[config.mk]
export PLATFORM = sky130hd
export DESIGN_NAME = scope_bank_scan
export DESIGN_NICKNAME = d
export VERILOG_FILES = /design/src/rtl/scope_bank_scan.sv
export SDC_FILE = /design/constraint.sdc
export NUM_CORES = 1
export LEC_CHECK = 0
export CAP_MARGIN = 20
export CELL_PAD_IN_SITES_DETAIL_PLACEMENT = 2
export CELL_PAD_IN_SITES_GLOBAL_PLACEMENT = 2
export CORE_MARGIN = 2
export CORE_UTILIZATION = 38
export DETAILED_ROUTE_END_ITERATION = 16
export GPL_ROUTABILITY_DRIVEN = 0
export PLACE_DENSITY = 0.85
export SLEW_MARGIN = 5
export SYNTH_ARGS = -nofsm -noshare
export SYNTH_HDL_FRONTEND = slang
export SYNTH_SLANG_ARGS = --single-unit
[constraint.sdc]
create_clock -name clk -period 4.66 [get_ports clk]
set_clock_uncertainty 0.1 [all_clocks]
set_input_delay 0.932 -clock clk [delete_from_list [all_inputs] [get_ports clk]]
set_output_delay 0.932 -clock clk [all_outputs]
set_load 0.01 [all_outputs]
[src/rtl/scope_bank_scan.sv]
// scope_bank_scan: a bank of NCH generate-scoped channels. Each channel
// keeps a localparam P and a register w. A nested blk scope redeclares P
// and w (shadowing the outer names) and adds a function F. A scan FSM
// streams four items per channel over a valid/ready port.
module scope_bank_scan #(
  parameter int NCH  = 4,
  parameter int W    = 4,
  parameter int BASE = 1,
  parameter int CW   = 2
) (
  input  logic          clk,
  input  logic          rst_n,
  input  logic          wr_en,
  input  logic [CW-1:0] wr_ch,
  input  logic [W-1:0]  wr_data,
  input  logic          start,
  output logic          busy,
  output logic          out_valid,
  input  logic          out_ready,
  output logic [CW-1:0] out_ch,
  output logic [1:0]    out_sel,
  output logic [W-1:0]  out_data,
  output logic          done
);

  typedef enum logic [1:0] {
    IDLE = 2'd0,
    EMIT = 2'd1,
    DONE = 2'd2
  } state_t;

  // The item tables are sized to the full channel-index space so that any
  // index value is in range. Slots at or above NCH read as zero and are
  // never selected by the scan.
  localparam int NSLOT = 1 << CW;

  logic [W-1:0] p_arr  [NSLOT];
  logic [W-1:0] w_arr  [NSLOT];
  logic [W-1:0] bw_arr [NSLOT];
  logic [W-1:0] f_arr  [NSLOT];

  for (genvar k = 0; k < NCH; k++) begin : ch
    localparam logic [W-1:0] P = W'(BASE + k);
    // Alias of the outer P, still reachable once blk shadows the name.
    localparam logic [W-1:0] OUTER_P = P;

    logic [W-1:0] w;

    // Outer data register: reset to P, overwritten by a write to this channel.
    always_ff @(posedge clk) begin
      if (!rst_n) begin
        w <= P;
      end else if (wr_en && (wr_ch == CW'(k))) begin
        w <= wr_data;
      end else begin
        w <= w;
      end
    end

    assign p_arr[k] = P;
    assign w_arr[k] = w;

    if (1'b1) begin : blk
      localparam logic [W-1:0] P = W'(32'd2 * OUTER_P);

      logic [W-1:0] w;

      function automatic logic [W-1:0] F(input logic [W-1:0] x);
        return x + P;
      endfunction

      // Shadow register: captures the outer w value being replaced on a write.
      always_ff @(posedge clk) begin
        if (!rst_n) begin
          w <= {W{1'b0}};
        end else if (wr_en && (wr_ch == CW'(k))) begin
          w <= w_arr[k];
        end else begin
          w <= w;
        end
      end

      assign bw_arr[k] = w;
      assign f_arr[k]  = F(w);
    end
  end

  for (genvar j = NCH; j < NSLOT; j++) begin : pad
    assign p_arr[j]  = {W{1'b0}};
    assign w_arr[j]  = {W{1'b0}};
    assign bw_arr[j] = {W{1'b0}};
    assign f_arr[j]  = {W{1'b0}};
  end

  state_t        state_r;
  state_t        state_n;
  logic [CW-1:0] ch_r;
  logic [CW-1:0] ch_n;
  logic [1:0]    sel_r;
  logic [1:0]    sel_n;
  logic [W-1:0]  data_r;
  logic [W-1:0]  data_n;
  logic [W-1:0]  item_v;
  logic          load_s;
  logic          last_s;
  logic          busy_r;
  logic          valid_r;
  logic          done_r;

  assign last_s = (ch_r == CW'(NCH - 1)) && (sel_r == 2'd3);

  // Next-state, next-beat selection and item mux; the mux reads pre-edge registers.
  always_comb begin
    state_n = state_r;
    ch_n    = ch_r;
    sel_n   = sel_r;
    load_s  = 1'b0;
    case (state_r)
      IDLE: begin
        if (start) begin
          state_n = EMIT;
          ch_n    = {CW{1'b0}};
          sel_n   = 2'd0;
          load_s  = 1'b1;
        end else begin
          state_n = IDLE;
        end
      end
      EMIT: begin
        if (out_ready) begin
          if (last_s) begin
            state_n = DONE;
          end else begin
            load_s = 1'b1;
            sel_n  = sel_r + 2'd1;
            if (sel_r == 2'd3) begin
              ch_n = ch_r + CW'(1);
            end else begin
              ch_n = ch_r;
            end
          end
        end else begin
          state_n = EMIT;
        end
      end
      DONE: begin
        state_n = IDLE;
      end
      default: begin
        state_n = IDLE;
      end
    endcase

    case (sel_n)
      2'd0:    item_v = p_arr[ch_n];
      2'd1:    item_v = w_arr[ch_n];
      2'd2:    item_v = bw_arr[ch_n];
      2'd3:    item_v = f_arr[ch_n];
      default: item_v = {W{1'b0}};
    endcase

    if (load_s) begin
      data_n = item_v;
    end else begin
      data_n = data_r;
    end
  end

  // State, beat fields and status flags, all registered from next-state values.
  always_ff @(posedge clk) begin
    if (!rst_n) begin
      state_r <= IDLE;
      ch_r    <= {CW{1'b0}};
      sel_r   <= 2'd0;
      data_r  <= {W{1'b0}};
      busy_r  <= 1'b0;
      valid_r <= 1'b0;
      done_r  <= 1'b0;
    end else begin
      state_r <= state_n;
      ch_r    <= ch_n;
      sel_r   <= sel_n;
      data_r  <= data_n;
      busy_r  <= (state_n != IDLE);
      valid_r <= (state_n == EMIT);
      done_r  <= (state_n == DONE);
    end
  end

  assign busy      = busy_r;
  assign out_valid = valid_r;
  assign out_ch    = ch_r;
  assign out_sel   = sel_r;
  assign out_data  = data_r;
  assign done      = done_r;

endmodule

# Word-level counts from Yosys, hierarchy flattened

Index checks and enable logic that the tools add are counted.

Output and inout port bits: 11
Register bits: 45

Reductions and logical operators: 9
Muxes and demuxes: 30
$add $sub $neg: 6
Bitwise logic cells: 1
Order comparisons: 1
Equality and inequality tests: 11

Operator list:

| operator                                                        | number |
|---|---|
| 4-bit binary-select mux with 2-bit select                       | 4 |
| 4-bit 2-to-1 mux                                                | 8 |
| 2-bit 2-to-1 mux                                                | 9 |
| 4-bit case mux with 4 select lines                              | 1 |
| 2-bit == test, second input constant                            | 7 |
| 2-bit case mux with 2 select lines                              | 3 |
| 4-bit by 3-bit adder with 4-bit output, second input constant   | 2 |
| 2-bit by 1-bit == test with 1-bit output, second input constant | 4 |
| 2-bit logical NOT                                               | 3 |
| 1-bit logical AND                                               | 5 |
| 2-bit by 1-bit adder with 2-bit output, second input constant   | 2 |
| 4-bit by 2-bit adder with 4-bit output, second input constant   | 1 |
| 4-bit adder, second input constant                              | 1 |
| 1-bit 2-to-1 mux                                                | 4 |
| 3-bit >= comparator, second input constant                      | 1 |
| 2-bit NOT with 3-bit output                                     | 1 |
| 1-bit case mux with 2 select lines                              | 1 |
| 2-bit nonzero test                                              | 1 |

# Logic depth before layout (Yosys ltp)

Gate-level depths: netlist of the first run.

Depth after elaboration: 10
Mapped depth: 10
Mapped depth without buffers: 9

# Worst setup path before layout of the first run

OpenSTA, ideal clock, no wires.

Path kind: input to register
Start: in start
End: reg data_r[3] (netlist: out_data[3])
Data arrival time: 2453 ps
Stages on the path: 8
Slack: 1985 ps
Path buffers: 2
Setup time: 122 ps
Cells stage by stage: or3b_1 buf_6 a31oi_4 inv_4 buf_6 a21oi_1 o211ai_1 o311a_1

Longest elaborated chain between the ends: 7

Ends and longest elaborated chain:

| item                                                                | RTL line | text |
|---|---|---|
| start, declared                                                     | 16       | `input logic start,` |
| 2-bit 2-to-1 mux *                                                  | 120      | `if (start) begin` |
| 2-bit case mux with 2 select lines *                                | 118      | `case (state_r)` |
| net ch_n[1]                                                         | 98       | `logic [CW-1:0] ch_n;` |
| 2-bit NOT with 3-bit output (not written as such) *                 | n/a      |  |
| 4-bit binary-select mux with 2-bit select, on equally long branches | n/a      |  |
| 4-bit 2-to-1 mux, on equally long branches (2 in series)            | n/a      |  |
| 4-bit case mux with 4 select lines *                                | 154      | `case (sel_n)` |
| end signal, assigned                                                | 175      | `data_r <= {W{1'b0}};` |
| end signal, assigned                                                | 183      | `data_r <= data_n;` |
| end, declared                                                       | 101      | `logic [W-1:0] data_r;` |

Mark *: on every way through the listed nets, which the timed path passes. The rest lies on a longest branch. The select of a mux whose other input is x is not followed.
A chain may end at the register's enable or synchronous reset.

# Final worst setup path of the first run

Start: in start
End: reg data_r[3] (netlist: out_data[3])

Longest elaborated chain between the ends: 7

Ends and longest elaborated chain:

| item                                                                | RTL line |
|---|---|
| 2-bit 2-to-1 mux                                                    | 120 |
| 2-bit case mux with 2 select lines                                  | 118 |
| 2-bit NOT with 3-bit output (not written as such)                   | n/a |
| 4-bit binary-select mux with 2-bit select, on equally long branches | n/a |
| 4-bit 2-to-1 mux, on equally long branches (2 in series)            | n/a |
| 4-bit case mux with 4 select lines                                  | 154 |

Several ways; a longest one is shown, not always the timed one. The select of a mux whose other input is x is not followed.

==> flow_summary.yaml, run 1 <==
clock_network:
  cts_resized: 0
  cts_root_buf: "clkbuf_8"
  tritoncts: "done"
  cts_hold_buf: 0
  cts_setup_buffers: 0
  cts_buffers: 5
  clockBufferDepth: 2
  clock-sinks: 45
  cts_max_level: 2
  clkTransAtPathRegs_ps: 80
  insertion_delay_ps: 300
cells_and_area:
  fillers: 667
  syn2layout_area_growth_pct: 15.21
  fin_nets: 296
  antenna_cells: 0
  final_cell_area_um2: 2683
  layout-drive-gt1-share: 0.06406
worst_setup_path:
  regToRegSetupSlack_ps: 1950
  cp_max_fo: 12
  cp-end-kind: "flop"
  crit_path_end: "out_data[3]"
  cp_slowest_cell: "clkdlybuf4s50_1"
  ff2ff_path_depth: 9
  startpoint_type: "input pin"
  critPathMaxStageDelay_ps: 490
  arrival_ps: 3240
  rr_endpoint: "out_data[3]"
  path_class: "input pin to flop"
  required_ps: 4760
  startpoint: "start"
  crit-reg2reg-launch: "out_sel[0]"
  worstPathCellList: "clkdlybuf4s50_1, or3b_1, a31oi_4, inv_4, o21a_1, o21ai_0, a21oi_1, o311a_1"
sta:
  fmax_mhz: 318.5
  hold_viol_final: 0
  maxSlewViolCount: 0
  min_period_ps: 3140
  fin_tns_setup_ps: 0
  fin_crit_sh: 0.6737
  slew_headroom: 0.5073
  rsz0062_at_grt: "no"
  hold_slack_ps: 382.3
  worst_pin_slew_ps: 736.7
  setup_viol: 0
synth:
  synth-seq-area-share: 0.3869
  synth_warnings: 0
  synth_top_area_frac: 0.3869
  netlist_instances: 263
  yosysTopAreaCell: "dfxtp_1"
  ys_seq_elements: 45
  netlist_top_cells_count: "nand2_1 (46), dfxtp_1 (45), mux2i_1 (28)"
  ys_types: 49
  synth_edf_count: 0
  synth.area.top_cells: "dfxtp_1 (39%), mux2i_1 (12%), nand2_1 (7.4%)"
  synthArstFlopShare: 0
  yosysMostFrequentCell: "nand2_1"
  synthFlopType: "dfxtp_1"
  syn_nets: 279
  syn_area_um2: 2328
  avgSynthCellArea_um2: 8.854
route:
  drt_pass1_iterations: 4
  routed_wl_um: 6599
  routedWlPerCell_um: 18.54
  drt-initial-drc-count: 64
  final_antenna_net_count: 0
  drc: 0
  vias: 1968
  avgViaCountPerCell: 5.528
floorplan:
  row_count: 28
  io_pins: 22
  die_w_um: 82.28
  die-area_um2: 6770
  start_util: 0.3933
  core_area_um2: 5921
  die_h_um: 82.28
hold_path:
  hold_path.class: "flop to flop"
  hold_start: "ch[1].blk.w[0]"
power_and_ir_drop:
  p_per_area_nw_per_um2: 282.6
  peakVddDrop_v: 0.0001532
  finalPower_uw: 758.2
  p_leak_nw: 1.054
place:
  hpwl_um: 4852
  port_buffers: 21
  placed_area_um2: 2581
grt:
  grt_usage: 0.2156
  grt_overflow: 0
  grt_max_degree: 25
  grt_pass1_vias: 2104
  antenna_found_initial: 0
  grt_pass1_wl_um: 10760
job:
  drv_cap: 0
run_status:
  status: "complete, no violations"
-- metal layers --
layer	vias up	global-route usage	part of all wire
met2	32	0.3702	0.49
met3	8	0.03913	0.024
met4	0	0.1017	0.021
li1	955	-	-
met5	-	0	0
met1	973	0.2592	0.46
-- power breakdown --
| part | switching (mW) | leakage [nW] | internal (mW) |
|---|---|---|---|
| sequential | 0.0107 | 0.366 | 0.397 |
| combinational | 0.0440 | 0.633 | 0.0370 |
| clock | 0.136 | 0.0542 | 0.134 |
-- final cells by class --
type | count | area (µm²) | area share
Clock buffer | 7 | 96.34 | 0.03591
Tap cell | 75 | 93.84 | 0.03498
Timing Repair Buffer | 23 | 225.2 | 0.08396
Clock inverter | 1 | 5.005 | 0.001866
Inverter | 6 | 25.02 | 0.009328
Sequential cell | 45 | 900.9 | 0.3358
Multi-Input combinational cell | 199 | 1336 | 0.4981
-- worst min-delay path by stage --
stage / endpoint / slack [ps] / cells after the start
after floorplan: ch[1].blk.w[0] / 340 / 2
after global placement: ch[3].blk.w[0] / 350 / 2
after detailed placement: ch[1].blk.w[0] / 370 / 2
after CTS: ch[1].blk.w[0] / 390 / 2
after global routing: ch[1].blk.w[0] / 400 / 2
final: ch[1].blk.w[0] / 380 / 2
-- worst max-delay path, delay by kind of cell --
kind | cells | cell delay [ps]
compound gates | 5 | 1190
buf+inv | 2 | 630
simple gates | 1 | 470
-- per-stage QoR --
step / instances / worst slack (ps) / util
floorplan: 263 / 1985 / -
global placement: 348 / 1341 / 0.4360
detailed placement: 348 / 1284 / 0.4360
CTS: 356 / 1527 / 0.4531
global route: 356 / 1404 / 0.4531
finish: 356 / 1520 / 0.4531
-- logic make-up (layout without fill, tap and decap cells) --
group	count (synthesis)	count (layout)	synth area share
AOI/OAI and AO/OA	57	57	0.1741
adders and majority gates	5	5	0.02687
xor gates and xnor gates	5	5	0.01881
and+or+nand+nor	102	102	0.2192
buffers and inverters	19	37	0.03923
muxes	30	30	0.1349
DFF	45	45	0.3869
-- cell usage in the layout (no fill, tap or decap), drive strengths merged, types with 5 or more instances in the layout --
| cell | n |
|---|---|
| dfxtp | 45 |
| clkdlybuf4s50 | 21 |
| ha | 5 |
| a21boi | 14 |
| inv | 6 |
| nand2 | 47 |
| and2 | 6 |
| clkbuf | 7 |
| nor2 | 9 |
| mux2i | 29 |
| o21ai | 8 |
| a31oi | 5 |
| nand3 | 5 |
| nor2b | 16 |
| a21oi | 12 |
-- registers in the layout (all words and copies together) (netlist names) --
register and flops:
out_valid 1, ch.blk.w 16, out_ch 2, state_r 2, out_sel 2, ch.w 16
busy 1, done 1, out_data 4
Power figures use the tool's default switching activity.
==> run 2: changes to the inputs <==
Settings changed: CORE_UTILIZATION 38 to 35, PLACE_DENSITY 0.85 to 0.8.
Clock period 4.66 ns to 3.2 ns, I/O delays scaled along.
==> run 2 against run 1 <==
Flip-flop and latch count did not move. Global-route usage fell by 3.0 points. First-iteration DRC count fell by 17%. Critical path type unchanged. Largest power group unchanged.
==> flow_summary.yaml, run 2 (same netlist as run 1, synthesis figures left out) <==
power_and_ir_drop:
  finalPower_mw: 1.100
  p_per_area_nw_per_um2: 406.1
  peakVddDrop_v: 0.0002428
  p_leak_nw: 1.067
  seq_power_share: 0.540
  p_switching_uw: 291.1
  clockPowerShare: 0.352
  switching_share: 0.2647
  p_int_uw: 808.4
  combPwrFrac: 0.108
route:
  drc: 0
  final_antenna_net_count: 0
  drt_pass1_iterations: 4
  avgViaCountPerCell: 5.357
  routed_wl_um: 6436
  drt-initial-drc-count: 53
  routedWlPerCell_um: 17.83
  vias: 1934
grt:
  grt_overflow: 0
  antenna_found_initial: 0
  grt_usage: 0.1855
  grt_pass1_vias: 2047
  grt_max_degree: 44
  grt_pass1_wl_um: 10580
floorplan:
  die_h_um: 85.57
  start_util: 0.3646
  io_pins: 22
  row_count: 29
  core_area_um2: 6386
  die_w_um: 85.57
  die-area_um2: 7321
clock_network:
  insertion_delay_ps: 310
  clock-sinks: 45
  cts_resized: 0
  cts_setup_buffers: 0
  cts_max_level: 2
  cts_root_buf: "clkbuf_8"
  clkTransAtPathRegs_ps: 90
  cts_hold_buf: 0
  cts_buffers: 5
  clockBufferDepth: 2
  tritoncts: "done"
worst_setup_path:
  required_ps: 3300
  cp_max_fo: 12
  path_class: "input pin to flop"
  startpoint_type: "input pin"
  cp-end-kind: "flop"
  arrival_ps: 2800
cells_and_area:
  syn2layout_area_growth_pct: 16.28
  final_cell_area_um2: 2708
  layout-drive-gt1-share: 0.07746
  stdcell_count: 361
  antenna_cells: 0
  layout_commonest_cell: "nand2_1"
  fin_nets: 299
  final_cell_mix: "nand2_1 (46), dfxtp_1 (45), mux2i_1 (28), clkdlybuf4s50_1 (21), nor2b_1 (16)"
sta:
  fmax_mhz: 369.9
  fin_crit_sh: 0.8448
  worst_pin_slew_ps: 671.0
  slew_headroom: 0.5513
  rsz0062_at_grt: "no"
  hold_viol_final: 0
  fin_tns_setup_ps: 0
  maxSlewViolCount: 0
  min_period_ps: 2703
  setup_viol: 0
  hold_slack_ps: 398.2
place:
  port_buffers: 21
  dp_cells: 353
  placed_area_um2: 2611
  hpwl_um: 4682
run_status:
  status: "complete, no violations"
job:
  drv_cap: 0
hold_path:
  hold_path.class: "flop to flop"
-- run 2: metal layers --
layer / GRT usage / wire, µm / up-vias / share of wire
met1: 0.2362 / 3096 / 944 / 0.48
met3: 0.03850 / 208 / 5 / 0.032
met4: 0.05195 / 78 / 0 / 0.012
met2: 0.3182 / 3053 / 26 / 0.47
li1: - / - / 959 / -
met5: 0 / 0 / - / 0
-- run 2: final cells by class --
| type | instances | area [µm²] |
|---|---|---|
| clock inverter | 2 | 13.76 |
| sequential | 45 | 900.9 |
| inverter | 6 | 25.02 |
| tap | 77 | 96.34 |
| timing repair buffer | 26 | 247.7 |
| fill | 699 | 3679 |
| multi-input combinational | 199 | 1341 |
| clock buffer | 6 | 82.58 |
-- run 2: power groups by stage --
stage / registers, mW / clock network [mW] / logic, mW
after global routing: 0.596 / 0.424 / 0.132
after floorplan: 0.603 / 0 / 0.0686
after detailed placement: 0.607 / 0 / 0.120
final: 0.593 / 0.387 / 0.119
after CTS: 0.594 / 0.400 / 0.121
after global placement: 0.606 / 0 / 0.116
-- run 2: worst max-delay path, cell delays in order --
cell	delay, ps
clkdlybuf4s50_1	450
and3b_2	280
nand2_4	150
mux2i_4	500
nor3b_1	150
a21oi_1	160
o211ai_1	100
o311a_1	360
-- run 2: metrics by stage --
step,setup WS (ps),util
after floorplan,817.1,-
after global placement,258.2,0.4089
after detailed placement,191.4,0.4089
after CTS,502.4,0.4240
after global routing,400.4,0.4240
final,496.7,0.4240
-- run 2: path summary, 6_finish.rpt --
path,depth (start not counted),startpoint,slack (ps),endpoint
max reg2reg,8,out_sel[0],590,out_data[3]
min,2,ch[3].blk.w[0],400,ch[3].blk.w[0]
max,8,out_ready,500,out_data[3]
min reg2reg,2,ch[3].blk.w[0],400,ch[3].blk.w[0]
